File: config.mk
export PLATFORM = sky130hd
export DESIGN_NAME = cnn_conv_sched
export DESIGN_NICKNAME = d
export VERILOG_FILES = /design/src/rtl/cnn_conv_sched.sv
export SDC_FILE = /design/constraint.sdc
export NUM_CORES = 1
export LEC_CHECK = 0
export CELL_PAD_IN_SITES_DETAIL_PLACEMENT = 1
export CELL_PAD_IN_SITES_GLOBAL_PLACEMENT = 2
export CORE_MARGIN = 3
export CORE_UTILIZATION = 36
export DETAILED_ROUTE_END_ITERATION = 12
export GPL_ROUTABILITY_DRIVEN = 1
export PLACE_DENSITY = 0.91
export SYNTH_ARGS = -nofsm -noshare
export SYNTH_HDL_FRONTEND = slang
export SYNTH_SLANG_ARGS = --single-unit
File: constraint.sdc
create_clock -name clk -period 6.4 [get_ports clk]
set_input_delay 0.96 -clock clk [delete_from_list [all_inputs] [get_ports clk]]
set_output_delay 0.96 -clock clk [all_outputs]
set_load 0.01 [all_outputs]
File: src/rtl/cnn_conv_sched.sv
// Layer sequencer: latches one conv-layer config, programs kernel size, loads weights per group, sweeps output windows.
// Latency: accepted start -> conf_refresh 1 cycle; wgt_ack -> first win_valid 1 cycle; one window request per unstalled cycle.
// Backpressure: win_stall freezes the request stream (valid/row/col hold); wgt_req held until wgt_ack; DRAIN waits for conv_empty.
//
// Ports:
//   clk, rst (async, active-low)
//   start, cfg_in_h/w, cfg_k_h/w, cfg_groups : layer config, sampled on start in IDLE
//   busy, done, err                          : layer status
//   conf_refresh, kernel_height/width        : kernel programming towards CNNConv (one-hot)
//   wgt_req, wgt_grp, wgt_ack                : weight/bias load handshake with the weight buffer
//   win_valid, win_row, win_col, win_stall   : window request stream towards the window generator
//   conv_empty                               : CNNConv pipeline drained
module cnn_conv_sched #(
  parameter int KSIZE = 3,
  parameter int DIM_W = 10,
  parameter int GRP_W = 8
) (
  input  logic             clk,
  input  logic             rst,
  input  logic             start,
  input  logic [DIM_W-1:0] cfg_in_h,
  input  logic [DIM_W-1:0] cfg_in_w,
  input  logic [1:0]       cfg_k_h,
  input  logic [1:0]       cfg_k_w,
  input  logic [GRP_W-1:0] cfg_groups,
  output logic             busy,
  output logic             done,
  output logic             err,
  output logic             conf_refresh,
  output logic [KSIZE-1:0] kernel_height,
  output logic [KSIZE-1:0] kernel_width,
  output logic             wgt_req,
  output logic [GRP_W-1:0] wgt_grp,
  input  logic             wgt_ack,
  output logic             win_valid,
  output logic [DIM_W-1:0] win_row,
  output logic [DIM_W-1:0] win_col,
  input  logic             win_stall,
  input  logic             conv_empty
);

  typedef enum logic [2:0] {
    S_IDLE, S_ERR, S_CONF, S_LOAD, S_RUN, S_DRAIN, S_DONE
  } state_t;

  state_t           state_q, state_d;
  logic [DIM_W-1:0] out_h_q, out_h_d;
  logic [DIM_W-1:0] out_w_q, out_w_d;
  logic [GRP_W-1:0] groups_q, groups_d;
  logic [GRP_W-1:0] grp_q, grp_d;
  logic [DIM_W-1:0] row_q, row_d;
  logic [DIM_W-1:0] col_q, col_d;
  logic [KSIZE-1:0] kh_q, kh_d;
  logic [KSIZE-1:0] kw_q, kw_d;
  logic             err_q, err_d;
  logic             cfg_bad;

  // Kernel must be 1..KSIZE in each dimension and fit inside the input map.
  assign cfg_bad = (cfg_k_h == 2'd0) || (cfg_k_w == 2'd0) ||
                   (int'(cfg_k_h) > KSIZE) || (int'(cfg_k_w) > KSIZE) ||
                   (cfg_in_h < DIM_W'(cfg_k_h)) || (cfg_in_w < DIM_W'(cfg_k_w)) ||
                   (cfg_groups == '0);

  always_comb begin
    state_d  = state_q;
    out_h_d  = out_h_q;
    out_w_d  = out_w_q;
    groups_d = groups_q;
    grp_d    = grp_q;
    row_d    = row_q;
    col_d    = col_q;
    kh_d     = kh_q;
    kw_d     = kw_q;
    err_d    = err_q;
    case (state_q)
      S_IDLE: begin
        if (start) begin
          // Stride 1, no padding; only meaningful when the config is valid.
          out_h_d  = cfg_in_h - DIM_W'(cfg_k_h) + DIM_W'(1);
          out_w_d  = cfg_in_w - DIM_W'(cfg_k_w) + DIM_W'(1);
          groups_d = cfg_groups;
          if (cfg_bad) begin
            err_d   = 1'b1;
            state_d = S_ERR;
          end else begin
            err_d   = 1'b0;
            kh_d    = KSIZE'(1) << (cfg_k_h - 2'd1);
            kw_d    = KSIZE'(1) << (cfg_k_w - 2'd1);
            state_d = S_CONF;
          end
        end
      end
      S_ERR:  state_d = S_IDLE;
      S_CONF: begin
        grp_d   = '0;
        state_d = S_LOAD;
      end
      S_LOAD: begin
        if (wgt_ack) begin
          row_d   = '0;
          col_d   = '0;
          state_d = S_RUN;
        end
      end
      S_RUN: begin
        if (!win_stall) begin
          if (col_q == out_w_q - DIM_W'(1)) begin
            col_d = '0;
            if (row_q == out_h_q - DIM_W'(1)) state_d = S_DRAIN;
            else                              row_d   = row_q + DIM_W'(1);
          end else begin
            col_d = col_q + DIM_W'(1);
          end
        end
      end
      S_DRAIN: begin
        if (conv_empty) begin
          if (grp_q == groups_q - GRP_W'(1)) begin
            state_d = S_DONE;
          end else begin
            grp_d   = grp_q + GRP_W'(1);
            state_d = S_LOAD;
          end
        end
      end
      S_DONE:  state_d = S_IDLE;
      default: state_d = S_IDLE;
    endcase
  end

  always_ff @(posedge clk or negedge rst) begin
    if (!rst) begin
      state_q  <= S_IDLE;
      out_h_q  <= '0;
      out_w_q  <= '0;
      groups_q <= '0;
      grp_q    <= '0;
      row_q    <= '0;
      col_q    <= '0;
      kh_q     <= '0;
      kw_q     <= '0;
      err_q    <= 1'b0;
    end else begin
      state_q  <= state_d;
      out_h_q  <= out_h_d;
      out_w_q  <= out_w_d;
      groups_q <= groups_d;
      grp_q    <= grp_d;
      row_q    <= row_d;
      col_q    <= col_d;
      kh_q     <= kh_d;
      kw_q     <= kw_d;
      err_q    <= err_d;
    end
  end

  assign busy          = (state_q != S_IDLE);
  assign done          = (state_q == S_ERR) || (state_q == S_DONE);
  assign err           = err_q;
  assign conf_refresh  = (state_q == S_CONF);
  assign kernel_height = kh_q;
  assign kernel_width  = kw_q;
  assign wgt_req       = (state_q == S_LOAD);
  assign wgt_grp       = grp_q;
  assign win_valid     = (state_q == S_RUN);
  assign win_row       = row_q;
  assign win_col       = col_q;

endmodule

==> impl_summary.txt, run 1 <==
----------------------------------------------------
[Timing]
  Hold violation total from the final report ... 0
  Final critical-path share of the clock period ... 0.5087
  TNS Setup ... 0 ps
  Achievable frequency ... 307.2 MHz
  RSZ-0062 raised after global routing ... false
  Slew headroom ... 0.4187
  Final WS setup ... 3145 ps
  Final count of negative-setup-slack endpoints ... 0
  Worst slew pin tran ... 872.0 ps
  Post-Route Skew ... 4.846 ps
  Number of max-slew violations in the final report ... 0
  Post-route minimum period ... 3255 ps

[Power]
  Final total power ... 2.359 mW
  Leak Pwr ... 2.791 nW
  Pwr/cell area ... 373.6 mW/mm^2
  Largest vdd supply drop ... 148.8 uV

[Clock network]
  Num CTS Buffers ... 9
  TritonCTS clock tree ... built
  Clock latency on the worst-skew pair ... 330 ps
  Postcts setup bufs ... 0
  Clock input transition at the sequential cells of the worst setup and hold paths ... 50 ps
  # H-tree levels ... 3
  Clock tree root buffer cell ... sky130_fd_sc_hd__clkbuf_16
  Clock sink total ... 66
  CTS resizes ... 0
  CTS Hold Buffers Added ... 0
  Max Buffers Root-to-Sink ... 2

[Final layout]
  Leading cell types in the layout, fill and taps excluded ... 88 x sky130_fd_sc_hd__nand2_1, 76 x sky130_fd_sc_hd__clkdlybuf4s50_1, 66 x sky130_fd_sc_hd__dfrtp_1, 47 x sky130_fd_sc_hd__inv_1, 41 x sky130_fd_sc_hd__ha_1
  Reg area ... 0.001652 mm^2
  Filler instances ... 1,618
  Count of antenna diodes in the layout ... 0
  Finished layout cell area ... 0.006315 mm^2
  Final core utilization ... 0.4676
  Area growth, synth to finish ... 24.46%
  Area taken by multi-input logic gates ... 0.003151 mm^2
  Share of cells above drive strength 1 ... 0.05856
  Most frequent standard cell in the layout excluding fill and tap cells ... sky130_fd_sc_hd__nand2_1
  Final layout net count ... 742

[Worst setup path]
  Cells along the critical path ... clkdlybuf4s50_1 > ha_1 > inv_1 > ha_1 > inv_1 > fa_1 > o21bai_1 > a21oi_1 > o21bai_1 > a21oi_1 > o21bai_1 > mux2i_1 > nand2_1
  Startpoint of the lowest-slack register-to-register path ... out_h_q[0]
  Launching instance or port of the critical path ... cfg_k_w[1]
  Kind of cell with the highest combined delay on the critical path ... adder cells
  Endpoint kind of the worst setup timing path ... register
  Startpoint types ... primary input
  Classification of the worst setup path ... primary input to register
  Most Frequent Cell on Critical Path ... sky130_fd_sc_hd__o21bai_1
  Setup slack of the most critical reg-to-reg path ... 3420 ps
  Number of buffers and inverters on the critical path ... 3
  Critical Path AT ... 3470 ps
  Slowest-stage cell, CP ... sky130_fd_sc_hd__clkdlybuf4s50_1
  WP data required ... 6610 ps
  Top fanout value on the critical path ... 4
  Biggest cell delay along the critical path ... 560 ps

[Drt]
  Detailed Route Iter0 Violations ... 213
  DR DRC count ... 0
  Post-route ant nets ... 0
  Overall via count from detail_route ... 4,556
  Sum of routed wire length over all layers ... 14.05 mm
  Drt pass-1 iters ... 4
  WL per Instance ... 16.69 um
  Vias/cell ... 5.411

[Global route]
  Initial antenna violation count ... 0
  Global-route wire length before repair ... 23.63 mm
  Remaining global-route overflow ... 0
  Number of global-route vias before repair ... 4,859
  Total Routing Usage GR ... 0.1830
  Pin count of the biggest net entering global routing ... 67

[Status]
  Outcome ... completed

[Yosys]
  Number of synthesized register bits ... 66
  Synthesized area ... 0.005074 mm^2
  Fraction of post-synthesis cell area in the top cell type by area ... 0.3255
  Synth top area cells ... sky130_fd_sc_hd__dfrtp_1 33%, sky130_fd_sc_hd__ha_1 10%, sky130_fd_sc_hd__nand2_1 6.5%
  Ys Warns ... 0
  Post-synthesis async set-or-reset flop share ... 1.000
  Largest area contributor in the netlist ... sky130_fd_sc_hd__dfrtp_1
  Most used flip-flop cell after synthesis ... sky130_fd_sc_hd__dfrtp_1
  Nets in the synthesized netlist ... 672
  Mean Syn Cell Area ... 8.585 um^2
  Post-Synthesis Cells ... 591
  Sequential cell area fraction in the yosys report ... 0.3255
  EDFF count, synth ... 0
  Number of distinct library cells after synthesis ... 68

[Place]
  Worst-case setup slack after placement ... 2779 ps
  Post-detailed-placement cell area ... 0.005995 mm^2
  Post-detail-place hpwl ... 10.59 mm
  # port buffers ... 77
  Routability cong. ... 0.7846

[Hold path]
  Startpoint of the most critical hold path ... kernel_width[1]
  Hold WC Path Type ... register to register

[Floorplan]
  IO Count ... 78
  Die X ... 124.7 um
  Die span in y ... 124.7 um
  Die area ... 0.01555 mm^2
  Core region area ... 0.01351 mm^2
  Effective utilization at floorplan ... 0.3757
  Std-Cell Rows ... 42

[Job]
  Max-capacitance violation count ... 0

----------------------------------------------------
worst paths after layout:
path,cells past startpoint,end
max in group asynchronous,2,out_w_q[3]
min,2,kernel_width[1]
min in group asynchronous,2,kernel_height[1]
min reg2reg,2,kernel_width[1]
max,13,out_w_q[9]
max reg2reg,9,win_row[0]
cell type report:
class	count	area share
Sequential cell	66	0.2615
Timing Repair Buffer	81	0.1260
Multi-Input combinational cell	456	0.4989
Inverter	47	0.02794
Clock inverter	5	0.01228
Clock buffer	11	0.03844
Tap cell	176	0.03487
sequential cells by signal, summed over array words and instances (netlist names):
name           flops
kernel_height      3
state_q            3
out_w_q           10
out_h_q           10
win_col           10
win_row           10
err                1
groups_q           8
wgt_grp            8
kernel_width       3
cell families (layout without fill, tap and decap cells):
| family | count (synthesis) | after routing | share of synthesized area |
|---|---|---|---|
| buffers and inverters | 69 | 144 | 0.05450 |
| flip-flops | 66 | 66 | 0.3255 |
| adder cells (fa/ha/maj) | 43 | 43 | 0.1090 |
| XOR/XNOR | 44 | 44 | 0.07867 |
| AND/OR/NAND/NOR | 234 | 234 | 0.2461 |
| AO/OA/AOI/OAI | 129 | 129 | 0.1739 |
| multiplexers | 6 | 6 | 0.01233 |
synth_stat cells (7+ instances only):
cell / instances
sky130_fd_sc_hd__inv_1: 47
sky130_fd_sc_hd__nor2_1: 25
sky130_fd_sc_hd__clkbuf_1: 17
sky130_fd_sc_hd__o21ai_0: 34
sky130_fd_sc_hd__o31ai_1: 15
sky130_fd_sc_hd__or4_1: 12
sky130_fd_sc_hd__dfrtp_1: 66
sky130_fd_sc_hd__xnor2_1: 24
sky130_fd_sc_hd__ha_1: 41
sky130_fd_sc_hd__xor2_1: 19
sky130_fd_sc_hd__nor2b_1: 11
sky130_fd_sc_hd__a21oi_1: 21
sky130_fd_sc_hd__o211ai_1: 7
sky130_fd_sc_hd__nor3_1: 13
sky130_fd_sc_hd__nand2_1: 88
sky130_fd_sc_hd__o21bai_1: 11
sky130_fd_sc_hd__a31oi_1: 7
sky130_fd_sc_hd__nand2b_1: 12
sky130_fd_sc_hd__nand3_1: 16
sky130_fd_sc_hd__and3_1: 8
per-layer routing:
| layer | track usage | share of wire | wire length [um] |
|---|---|---|---|
| met5 | 0 | 0 | 0 |
| met4 | 0.05674 | 0.013 | 180 |
| met3 | 0.02916 | 0.028 | 389 |
| met2 | 0.3073 | 0.48 | 6701 |
| met1 | 0.2416 | 0.48 | 6779 |
worst min-delay path: cells and delay by family (launching register included):
family / cells / cell delay, ps
flip-flops: 1 / 350
AO/OA/AOI/OAI: 1 / 50
AND/OR/NAND/NOR: 1 / 60
through the flow:
step                cells  hold slack (ps)
CTS                   842            496.8
global route          842            531.2
detailed placement    826            475.3
floorplan             591            465.2
global placement      826            469.1
finish                842            495.0
power breakdown:
group	internal (mW)	switching [mW]	total, mW
clock network	0.350	0.182	0.533
logic	0.477	0.572	1.05
registers	0.554	0.224	0.778
Power figures use the tool's default switching activity.
==> inputs of run 2 (changes only) <==
- CORE_UTILIZATION: 36 -> 33
- PLACE_DENSITY: 0.91 -> 0.85
- clock period: 6.4 -> 3 ns (I/O delays scaled with it)
==> impl_summary.txt, run 2 (synthesis gave the netlist of run 1 again) <==
----------------------------------------------------
[Clock network]
  Clock sink total ... 66
  Num CTS Buffers ... 9
  Postcts setup bufs ... 0
  Clock latency on the worst-skew pair ... 330 ps
  # H-tree levels ... 3
  Clock tree root buffer cell ... sky130_fd_sc_hd__clkbuf_16
  Clock input transition at the sequential cells of the worst setup and hold paths ... 60 ps
  CTS resizes ... 0
  Max Buffers Root-to-Sink ... 2
  CTS Hold Buffers Added ... 0
  TritonCTS clock tree ... built

[Drt]
  Drt pass-1 iters ... 4
  Vias/cell ... 5.294
  Sum of routed wire length over all layers ... 14.34 mm
  WL per Instance ... 16.56 um
  Post-route ant nets ... 0
  Detailed Route Iter0 Violations ... 251
  DR DRC count ... 0
  Overall via count from detail_route ... 4,585

[Worst setup path]
  Startpoint of the lowest-slack register-to-register path ... groups_q[0]
  Classification of the worst setup path ... register to register
  Top fanout value on the critical path ... 7
  Endpoint kind of the worst setup timing path ... register
  WP data required ... 3220 ps
  Startpoint types ... register
  Launching instance or port of the critical path ... groups_q[0]
  Critical Path AT ... 3070 ps

[Final layout]
  Area growth, synth to finish ... 26.86%
  Leading cell types in the layout, fill and taps excluded ... 88 x sky130_fd_sc_hd__nand2_1, 76 x sky130_fd_sc_hd__clkdlybuf4s50_1, 66 x sky130_fd_sc_hd__dfrtp_1, 47 x sky130_fd_sc_hd__inv_1, 41 x sky130_fd_sc_hd__ha_1
  Finished layout cell area ... 0.006436 mm^2
  Share of cells above drive strength 1 ... 0.07918
  Final non-filler cell total ... 866
  Final core utilization ... 0.4346
  Final layout net count ... 758
  Count of antenna diodes in the layout ... 0
  Most frequent standard cell in the layout excluding fill and tap cells ... sky130_fd_sc_hd__nand2_1

[Global route]
  Remaining global-route overflow ... 0
  Number of global-route vias before repair ... 4,786
  Global-route wire length before repair ... 24.11 mm
  Initial antenna violation count ... 0
  Total Routing Usage GR ... 0.1770
  Pin count of the biggest net entering global routing ... 28

[Floorplan]
  Core region area ... 0.01481 mm^2
  Effective utilization at floorplan ... 0.3426
  IO Count ... 78
  Die area ... 0.01690 mm^2
  Die span in y ... 130.0 um
  Std-Cell Rows ... 44
  Die X ... 130.0 um

[Timing]
  Achievable frequency ... 350.8 MHz
  Final critical-path share of the clock period ... 0.9501
  RSZ-0062 raised after global routing ... false
  Number of max-slew violations in the final report ... 0
  Slew headroom ... 0.5188
  Worst slew pin tran ... 721.8 ps
  Hold violation total from the final report ... 0
  Final count of negative-setup-slack endpoints ... 0
  Post-Route Skew ... 6.294 ps
  Post-Route Hold Slack ... 171.0 ps
  TNS Setup ... 0 ps
  Final WS setup ... 149.7 ps
  Post-route minimum period ... 2850 ps

[Power]
  Leak Pwr ... 2.863 nW
  Final total power ... 5.021 mW
  Pwr/cell area ... 780.2 mW/mm^2
  Largest vdd supply drop ... 351.6 uV

[Job]
  Max-capacitance violation count ... 0

[Place]
  Post-detailed-placement cell area ... 0.006125 mm^2
  # port buffers ... 77
  Worst-case setup slack after placement ... -18.64 ps
  Post-detail-place hpwl ... 11.24 mm
  Routability cong. ... 0.8042
  Placed Instances ... 850

[Hold path]
  Hold WC Path Type ... primary input to asynchronous set/reset pin

[Status]
  Outcome ... completed

----------------------------------------------------
run 2: worst max-delay path, cell delays in order, from the launching register on:
cell and delay [ps]:
sky130_fd_sc_hd__dfrtp_1 420, sky130_fd_sc_hd__inv_1 90, sky130_fd_sc_hd__ha_1 240, sky130_fd_sc_hd__or3b_1 400, sky130_fd_sc_hd__or4_1 540, sky130_fd_sc_hd__a2111oi_4 410, sky130_fd_sc_hd__a41oi_4 240, sky130_fd_sc_hd__nand4_4 190
sky130_fd_sc_hd__xor2_1 160, sky130_fd_sc_hd__nor2_1 50
run 2: power by group:
part           internal, mW  switching [mW]  total [mW]  leakage [nW]
Clock                 0.688           0.378        1.07         0.147
Combinational          1.08            1.25        2.33          1.85
Sequential             1.18           0.440        1.62         0.862
run 2: routing by layer:
layer  vias up  track usage  share of wire
li1       2267            -              -
met4         0      0.05318          0.012
met5         -            0              0
met2        76       0.2969           0.48
met1      2232       0.2426           0.48
met3        10      0.01719          0.029
run 2: worst paths after layout:
kind                       slack, ps              end  cells past startpoint
max in group asynchronous       2020       win_row[3]                      2
hold / removal                   170      groups_q[3]                      1
hold reg to reg                  490  kernel_width[0]                      2
setup reg to reg                 150       wgt_grp[3]                      9
min in group clk                 490  kernel_width[0]                      2
setup / recovery                 150       wgt_grp[3]                      9
run 2: cell type report:
| class | count | area [um^2] |
|---|---|---|
| Fill cell | 1741 | 8373 |
| Multi-Input combinational cell | 456 | 3163 |
| Sequential cell | 66 | 1652 |
| Timing Repair Buffer | 97 | 915.9 |
| Clock buffer | 14 | 264.0 |
| Tap cell | 184 | 230.2 |
| Inverter | 47 | 176.4 |
| Clock inverter | 2 | 35.03 |
